==> config.mk <==
export PLATFORM = sky130hd
export DESIGN_NAME = display_scan
export DESIGN_NICKNAME = d
export VERILOG_FILES = /design/src/rtl/display_scan.sv
export SDC_FILE = /design/constraint.sdc
export NUM_CORES = 1
export LEC_CHECK = 0
export CORE_AREA = 10 10 81 83
export DETAILED_ROUTE_END_ITERATION = 16
export DIE_AREA = 0 0 91 93
export PLACE_DENSITY_LB_ADDON = 0.2
export SLEW_MARGIN = 20
export SYNTH_ARGS = -nofsm -noshare
export SYNTH_HDL_FRONTEND = slang
export SYNTH_SLANG_ARGS = --single-unit
==> constraint.sdc <==
create_clock -name clk -period 4.2 [get_ports clk]
set_input_delay 0.84 -clock clk [delete_from_list [all_inputs] [get_ports clk]]
set_output_delay 0.84 -clock clk [all_outputs]
set_load 0.05 [all_outputs]
==> src/rtl/display_scan.sv <==
// display_scan: time-multiplexed 4-digit segment driver fed from snapshot shadow registers.
// Optional macro BLANK_GAP_EN blanks the first BLANK_CYC cycles of every slot (anti-ghosting).
module display_scan #(
   parameter int N_out = 7,
   parameter int PRESCALE = 50000,
   parameter int BLANK_CYC = 2,
   parameter logic [N_out-1:0] SEG_OFF = '1
) (
   input  logic             clk,
   input  logic             rst_n,
   input  logic             en,
   input  logic [N_out-1:0] D_un,
   input  logic [N_out-1:0] D_de,
   input  logic [N_out-1:0] D_ce,
   input  logic [N_out-1:0] D_mi,
   output logic [N_out-1:0] seg_out,
   output logic [3:0]       dig_n,
   output logic             frame_tick
);
   localparam int CW = $clog2(PRESCALE);
   logic [CW-1:0]    cnt;
   logic [1:0]       idx;
   logic             loaded;
   logic [N_out-1:0] sh [4];
   logic             wrap, snap, act;
   always_comb begin
      wrap = en && loaded && cnt == CW'(PRESCALE - 1);
      snap = en && (!loaded || (wrap && idx == 2'd3));
`ifdef BLANK_GAP_EN
      act  = en && loaded && cnt >= CW'(BLANK_CYC);
`else
      act  = en && loaded;
`endif
   end
   // The first snapshot after reset only arms the scan; cnt/idx start moving on the next cycle.
   always_ff @(posedge clk or negedge rst_n)
      if (!rst_n) begin
         cnt        <= '0;
         idx        <= '0;
         loaded     <= 1'b0;
         sh         <= '{default: SEG_OFF};
         seg_out    <= SEG_OFF;
         dig_n      <= 4'hF;
         frame_tick <= 1'b0;
      end else begin
         if (en && loaded) begin
            cnt <= wrap ? '0 : cnt + 1'b1;
            if (wrap) idx <= idx + 1'b1;
         end
         if (snap) begin
            loaded <= 1'b1;
            sh     <= '{D_un, D_de, D_ce, D_mi};
         end
         frame_tick <= snap;
         seg_out    <= act ? sh[idx] : SEG_OFF;
         dig_n      <= act ? ~(4'b0001 << idx) : 4'hF;
      end
endmodule

# After elaboration in Yosys (flattened, before gate mapping)

Index checks and enable logic that the tools add are counted.
Widths: inputs -> output; s select.

Register bits: 59
Input port bits: 31
Output and inout port bits: 12
Word-level logic and storage cells: 31

Add/subtract/negate cells: 2
$lt $le $gt $ge: 1
Equality and inequality tests: 2
Shift-type cells: 1
Multiplexer cells: 6
Bitwise logic cells: 2
Reductions and logical operators: 7

Operator list:

| operator              | count |
|---|---|
| $mux 7                | 3 |
| $add 16x1->16 const B | 1 |
| $eq 16x16->1 const B  | 1 |
| $mux 16               | 1 |
| $bmux 7 s2            | 1 |
| $logic_and 1x1->1     | 4 |
| $mux 4                | 1 |
| $not 4->4             | 1 |
| $shl 1x2->4 const A   | 1 |
| $ge 3x3->1 const B    | 1 |
| $not 2->3             | 1 |
| $add 2x1->2 const B   | 1 |
| $eq 2x2->1 const B    | 1 |
| $reduce_and 2->1      | 1 |
| $logic_not 1->1       | 1 |
| $logic_or 1x1->1      | 1 |

# Depth between registers and ports, before layout

Gate-level depths: netlist of the first run.

Depth in word-level cells: 5
Mapped depth: 7
Mapped depth without buffers: 5

# Least setup slack after synthesis of the first run

Ideal clock, no wire load.

Path type: input to register
Start point: in en
End point: reg idx[1]
Library setup time: 125 ps
Arrival: 1862 ps
Data required time: 4075 ps
Slack: 2213 ps
Stages: 4
Buffers on the path: 0
Cell sequence: and2_2 nand4_1 nor2_1 mux2_2

Word-level cells in the longest chain between the ends: 3

Ends and longest elaborated chain:

| item                           | RTL line | source |
|---|---|---|
| start: declaration             | 11       | `input logic en,` |
| $logic_and 1x1->1 (*)          | 27, 46   |  |
| $logic_and 1x1->1              | 27       | `wrap = en && loaded && cnt == CW'(PRESCALE - 1);` |
| $reduce_and 2->1 (no line) (*) | n/a      |  |
| end signal: assignment         | 48       | `if (wrap) idx <= idx + 1'b1;` |
| end: declaration               | 22       | `logic [1:0] idx;` |

Mark *: on every way between the ends. The rest lies on a longest branch, timed or not.
A chain may end at the register's enable or synchronous reset.

# Final worst setup path of the first run

Same ends and word-level chain as after synthesis.

==> flow_summary.yaml, run 1 <==
drt:
  routed_via_density: 5.10
  routedWlPerCell_um: 15.1
  num_vias: 1596
  ant_nets: 0
  first_pass_iters: 4
  drc: 0
  drt_iter0_drc: 55
  wl_mm: 4.74
pwr:
  vdd_drop_max_mv: 0.363
  switchingPower_uw: 338
  p_seq_frac: 0.496
  combPwrFrac: 0.126
  p_total_mw: 1.42
  p_clk_frac: 0.378
  leakage_nw: 1.38
  powerDensity_nw_per_um2: 420
  internal_power_mw: 1.08
  switching_share: 0.239
synthesis:
  ys.flop_type: "dfstp_2"
  netlist_area_um2: 2670
  yosysMostFrequentCell: "dfstp_2"
  synth_edf_count: 0
  yosysWarnings: 0
  syn-num-nets: 226
  ys_ff_latch: 59
  yosys-top-cells-count: "39 x dfstp_2, 20 x dfrtp_1, 20 x mux2_2, 13 x nand2_1, 11 x nor2_1"
  synth_top_area_frac: 0.384
  synth_area_leaders: "dfstp_2 38%, dfrtp_1 19%, mux2_2 8.4%"
  async_flop_share: 1.00
  yosysUniqueCellTypes: 38
  ys_seq_area_frac: 0.572
  synthCells: 190
  yosys.area.top_type: "dfstp_2"
  avgSynthCellArea_um2: 14.0
timing:
  relSlewSlack: 0.610
  hold_ws_ns: 0.431
  fin_crit_ns: 2.55
  setup-violations-final: 0
  skew_ns: 0.00753
  rsz0062_at_grt: "false"
  post-route-period-util: 0.607
  hold_viol_final: 0
  fin_setup_tns_ns: 0
  slew_viol_final: 0
  max_clock_freq_ghz: 0.392
  tightestPinTransition_ns: 0.585
worst_setup_path:
  crit_start: "en"
  crit_chain: "clkdlybuf4s50_1, and2_2, nand4_1, nor2_1, mux2_2"
  reg2reg_to: "sh[21]"
  crit_end: "idx[1]"
  worstPathMaxFanout: 15
  worst_setup_path_start_kind: "input pin"
  reg2reg_from: "idx[0]"
  arrival_ns: 2.76
  rr_worst_depth: 6
  critPathRequiredTime_ns: 4.42
  worstSetupPathType: "input pin to register"
  critPathCaptureType: "register"
  r2r_setup_slack_ns: 1.69
  cpPeakStageDelay_ns: 0.52
  crit_buf_inv: 1
  cp.depth: 5
  crit_family: "simple AND/OR/NAND/NOR gates"
  crit_slowest_cell: "clkdlybuf4s50_1"
global_route:
  grt_max_degree: 42
  antenna_found_initial: 0
  overflow: 0
  track_usage: 0.123
  grt_pass1_wl_mm: 8.33
  first_global_vias: 1768
clocking:
  root_buffer: "clkbuf_8"
  cts_tree: "built"
  cts_hold_buffers: 0
  htree_levels: 3
  numCtsBuffers: 9
  clkSlewWorstSetupHoldPaths_ns: 0.06
  clockBufferDepth: 2
  post_cts.repair.setup_buffers: 0
  cts_resized: 0
  worstSkewPairLatency_ns: 0.33
  clock-sinks: 59
floorplan:
  die_w_um: 91
  dieArea_um2: 8460
  ios: 43
  die_h_um: 93
  row_count: 26
  core_area_um2: 5010
  start_util: 0.532
place:
  port-buffer-count: 42
  hpwlAfterDp_mm: 3.36
  place.gp.congestion: 0.862
  dp_cells: 296
final_layout:
  nNetsFinal: 274
  fin_cells: 313
  area_delta_synth_final_pct: 26.3
  drive_gt1_frac: 0.412
  utilization: 0.673
  diodes: 0
  fillers: 387
run_status:
  status: "finished, final reports clean"
run:
  drv_cap: 0
worst_hold_path:
  hold_path_class: "input pin to async pin"
## layout by cell type, fill, tap and decap left out, types with 2 or more instances in the layout
cell type	count
nand4_1	4
clkbuf_8	12
nor4_1	2
o21ai_0	4
and4_1	2
inv_1	3
clkinv_2	2
mux2_4	9
xor2_1	4
nand3_1	6
ha_1	5
nand2b_1	8
dfrtp_1	20
nand2_1	13
mux4_2	7
nor2_1	11
clkdlybuf4s50_1	41
mux2_2	20
xnor2_1	7
dfstp_2	39
and3_1	3
nor3_1	3
## logic make-up (layout without fill, tap and decap cells)
group | Yosys count | count (layout) | share of synthesized area
AO/OA/AOI/OAI | 9 | 9 | 0.0211
XOR/XNOR | 11 | 11 | 0.0361
buffers and inverters | 10 | 63 | 0.0253
multiplexers | 36 | 36 | 0.194
flip-flops | 59 | 59 | 0.572
AND/OR/NAND/NOR | 60 | 60 | 0.128
adder cells (fa/ha/maj) | 5 | 5 | 0.0235
## power by group through the flow
stage                     Combinational (mW)  Clock, mW  Sequential, mW
after global placement                 0.179          0           0.711
after detailed placement               0.181          0           0.711
after CTS                              0.182      0.549           0.702
after global routing                   0.197      0.576           0.712
final                                  0.179      0.535           0.702
after floorplan                        0.102          0           0.717
## layer usage
metal / wire length [um] / share of wire / vias to the layer above / GRT usage
met5: 0 / 0 / - / 0
met1: 2230 / 0.47 / 774 / 0.147
met2: 2180 / 0.46 / 38 / 0.195
li1: - / - / 776 / -
met4: 96 / 0.020 / 0 / 0.0679
met3: 222 / 0.047 / 8 / 0.0408
## layout make-up
class / count / area, um2 / area share
flip-flops and latches: 59 / 1530 / 0.453
repair buffers: 44 / 450 / 0.134
clock buffers: 12 / 165 / 0.0490
inverters: 3 / 11.3 / 0.00334
multi-input cells: 121 / 1080 / 0.321
well taps: 70 / 87.6 / 0.0260
clock inverters: 4 / 47.5 / 0.0141
## through the flow
stage / setup slack (ns) / cell area (um2)
after floorplan: 2.21 / 2670
after global placement: 1.37 / 3130
after detailed placement: 1.26 / 3130
after CTS: 1.38 / 3340
after global routing: 1.43 / 3370
final: 1.65 / 3370
## worst min-delay path by stage
stage	start	endpoint	slack (ns)	cells after the start
after floorplan	cnt[4]	cnt[4]	0.47	1
after global placement	cnt[1]	cnt[1]	0.50	2
after detailed placement	cnt[4]	cnt[4]	0.51	1
after CTS	rst_n	loaded	0.43	1
after global routing	rst_n	loaded	0.45	1
final	rst_n	loaded	0.43	1
## flip-flops by register name (all words and copies together), names as in the netlist
signal	cells
frame_tick	1
loaded	1
cnt	16
idx	2
sh	28
seg_out	7
dig_n	4
Note: power is estimated with default switching activity, not from simulation.
==> inputs of run 2 (changes only) <==
--- a/config.mk
+++ b/config.mk
@@ -5,9 +5,9 @@
 export SDC_FILE = /design/constraint.sdc
 export NUM_CORES = 1
 export LEC_CHECK = 0
-export CORE_AREA = 10 10 81 83
+export CORE_AREA = 10 10 82 84
 export DETAILED_ROUTE_END_ITERATION = 16
-export DIE_AREA = 0 0 91 93
+export DIE_AREA = 0 0 92 94
 export PLACE_DENSITY_LB_ADDON = 0.2
 export SLEW_MARGIN = 20
 export SYNTH_ARGS = -nofsm -noshare
==> constraint.sdc (replaced) <==
create_clock -name clk -period 2.6 [get_ports clk]
set_input_delay 0.52 -clock clk [delete_from_list [all_inputs] [get_ports clk]]
set_output_delay 0.52 -clock clk [all_outputs]
set_load 0.05 [all_outputs]
==> run 2 against run 1 <==
Compared with the run above:
- clock skew is essentially flat
- final cell count increased by 1.3%
- sequential share of layout area down 0.15 points
- clock power is 54% higher
- die area is 2.2% higher
- global-route usage rose by 0.62 points
- non-clock buffer count rose by 5
- setup slack worse by 1.2 ns
- critical endpoint is now seg_out[0]
==> flow_summary.yaml, run 2 (synthesized netlist as in run 1, its figures left out) <==
final_layout:
  top_regs: "sh: 28 flops, cnt: 16 flops, seg_out: 7 flops"
  largest_reg_flops: 28
  ff_latch_area_um2: 1530
  final_common_cell: "clkdlybuf4s50_1"
  drive_gt1_frac: 0.413
  mostFrequentLayoutCells: "41 x clkdlybuf4s50_1, 39 x dfstp_2, 20 x mux2_2, 20 x dfrtp_1, 13 x nand2_1"
  top_register: "sh"
  multi_input_area_um2: 1080
  diodes: 0
  nNetsFinal: 279
  fillers: 387
  area_delta_synth_final_pct: 26.7
drt:
  routed_via_density: 5.27
  routedWlPerCell_um: 16.2
  drc: 0
  drt_iter0_drc: 90
  first_pass_iters: 4
  num_vias: 1672
  wl_mm: 5.13
  ant_nets: 0
pwr:
  p_clk_frac: 0.364
  internal_power_mw: 1.72
  p_total_mw: 2.26
  vdd_drop_max_mv: 0.400
  powerDensity_nw_per_um2: 669
  p_seq_frac: 0.504
  switchingPower_uw: 547
  switching_share: 0.242
  leakage_nw: 1.40
  combPwrFrac: 0.131
worst_setup_path:
  cpPeakStageDelay_ns: 0.80
  worst_setup_path_start_kind: "register"
  crit_slowest_cell: "clkdlybuf4s50_1"
  critPathRequiredTime_ns: 2.08
  critPathCaptureType: "output pin"
  crit_chain: "clkdlybuf4s50_1"
  crit_family: "buffers and inverters"
  crit_buf_inv: 1
  arrival_ns: 1.66
  worstPathMaxFanout: 1
  worstSetupPathType: "register to output pin"
global_route:
  track_usage: 0.130
  antenna_found_initial: 0
  grt_pass1_wl_mm: 8.85
  overflow: 0
  first_global_vias: 1790
  grt_max_degree: 30
clocking:
  htree_levels: 3
  clkSlewWorstSetupHoldPaths_ns: 0.07
  cts_tree: "built"
  clock-sinks: 59
  cts_hold_buffers: 0
  root_buffer: "clkbuf_8"
  cts_resized: 0
  clockBufferDepth: 2
  worstSkewPairLatency_ns: 0.33
  post_cts.repair.setup_buffers: 0
  numCtsBuffers: 9
floorplan:
  ios: 43
  die_h_um: 94
  dieArea_um2: 8650
  core_area_um2: 5070
  start_util: 0.526
  die_w_um: 92
  row_count: 26
place:
  pre_cts_slack_ns: 0.349
  port-buffer-count: 42
  hpwlAfterDp_mm: 3.66
  place.gp.congestion: 0.869
run:
  drv_cap: 0
timing:
  setup-violations-final: 0
  fin_setup_tns_ns: 0
  skew_ns: 0.00721
  rsz0062_at_grt: "false"
  fin_crit_ns: 2.18
  tightestPinTransition_ns: 0.602
  fin_ws_ns: 0.417
  relSlewSlack: 0.599
  hold_viol_final: 0
  max_clock_freq_ghz: 0.458
  slew_viol_final: 0
  post-route-period-util: 0.840
worst_hold_path:
  hold_path_class: "input pin to async pin"
run_status:
  status: "finished, final reports clean"
## run 2: changes by cell type in the layout (fill, tap and decap cells not counted)
cell	before	now
clkbuf_8	12	11
clkinvlp_4	1	0
buf_16	1	0
clkbuf_1	0	2
clkinv_2	2	1
buf_12	0	1
buf_4	1	6
## run 2: power by group through the flow
stage / clock network (mW) / registers (mW) / logic (mW)
6_report: 0.825 / 1.14 / 0.297
5_1_grt: 0.888 / 1.15 / 0.324
4_1_cts: 0.843 / 1.14 / 0.302
3_5_place_dp: 0 / 1.15 / 0.299
3_3_place_gp: 0 / 1.15 / 0.291
2_1_floorplan: 0 / 1.16 / 0.165
## run 2: through the flow
stage	cells	cell area, um2	util	hold slack [ns]
after global routing	317	3380	0.666	0.229
after detailed placement	302	3190	0.628	0.511
after CTS	317	3380	0.666	0.214
final	317	3380	0.666	0.197
after floorplan	190	2670	-	0.224
after global placement	302	3190	0.628	0.503
## run 2: final timing paths
kind / start / end / slack (ns) / cells after the start
worst max-delay path: seg_out[0] / seg_out[0] / 0.42 / 1
worst min-delay path: rst_n / cnt[11] / 0.20 / 1
worst max register to register: cnt[0] / sh[13] / 0.57 / 6
worst min register to register: cnt[1] / cnt[1] / 0.52 / 2
max in group asynchronous: rst_n / sh[21] / 1.70 / 2
min in group clk: cnt[1] / cnt[1] / 0.52 / 2
## run 2: metal layers
metal / GRT usage / routed length (um)
met1: 0.155 / 2280
met2: 0.214 / 2520
met3: 0.0360 / 233
met4: 0.0578 / 96
met5: 0 / 0
## run 2: area by class of cell
type	count	share of cell area
Multi-Input combinational cell	121	0.320
Tap cell	70	0.0259
Sequential cell	59	0.451
Inverter	3	0.00333
Clock buffer	13	0.0470
Timing Repair Buffer	49	0.142
Clock inverter	2	0.0104
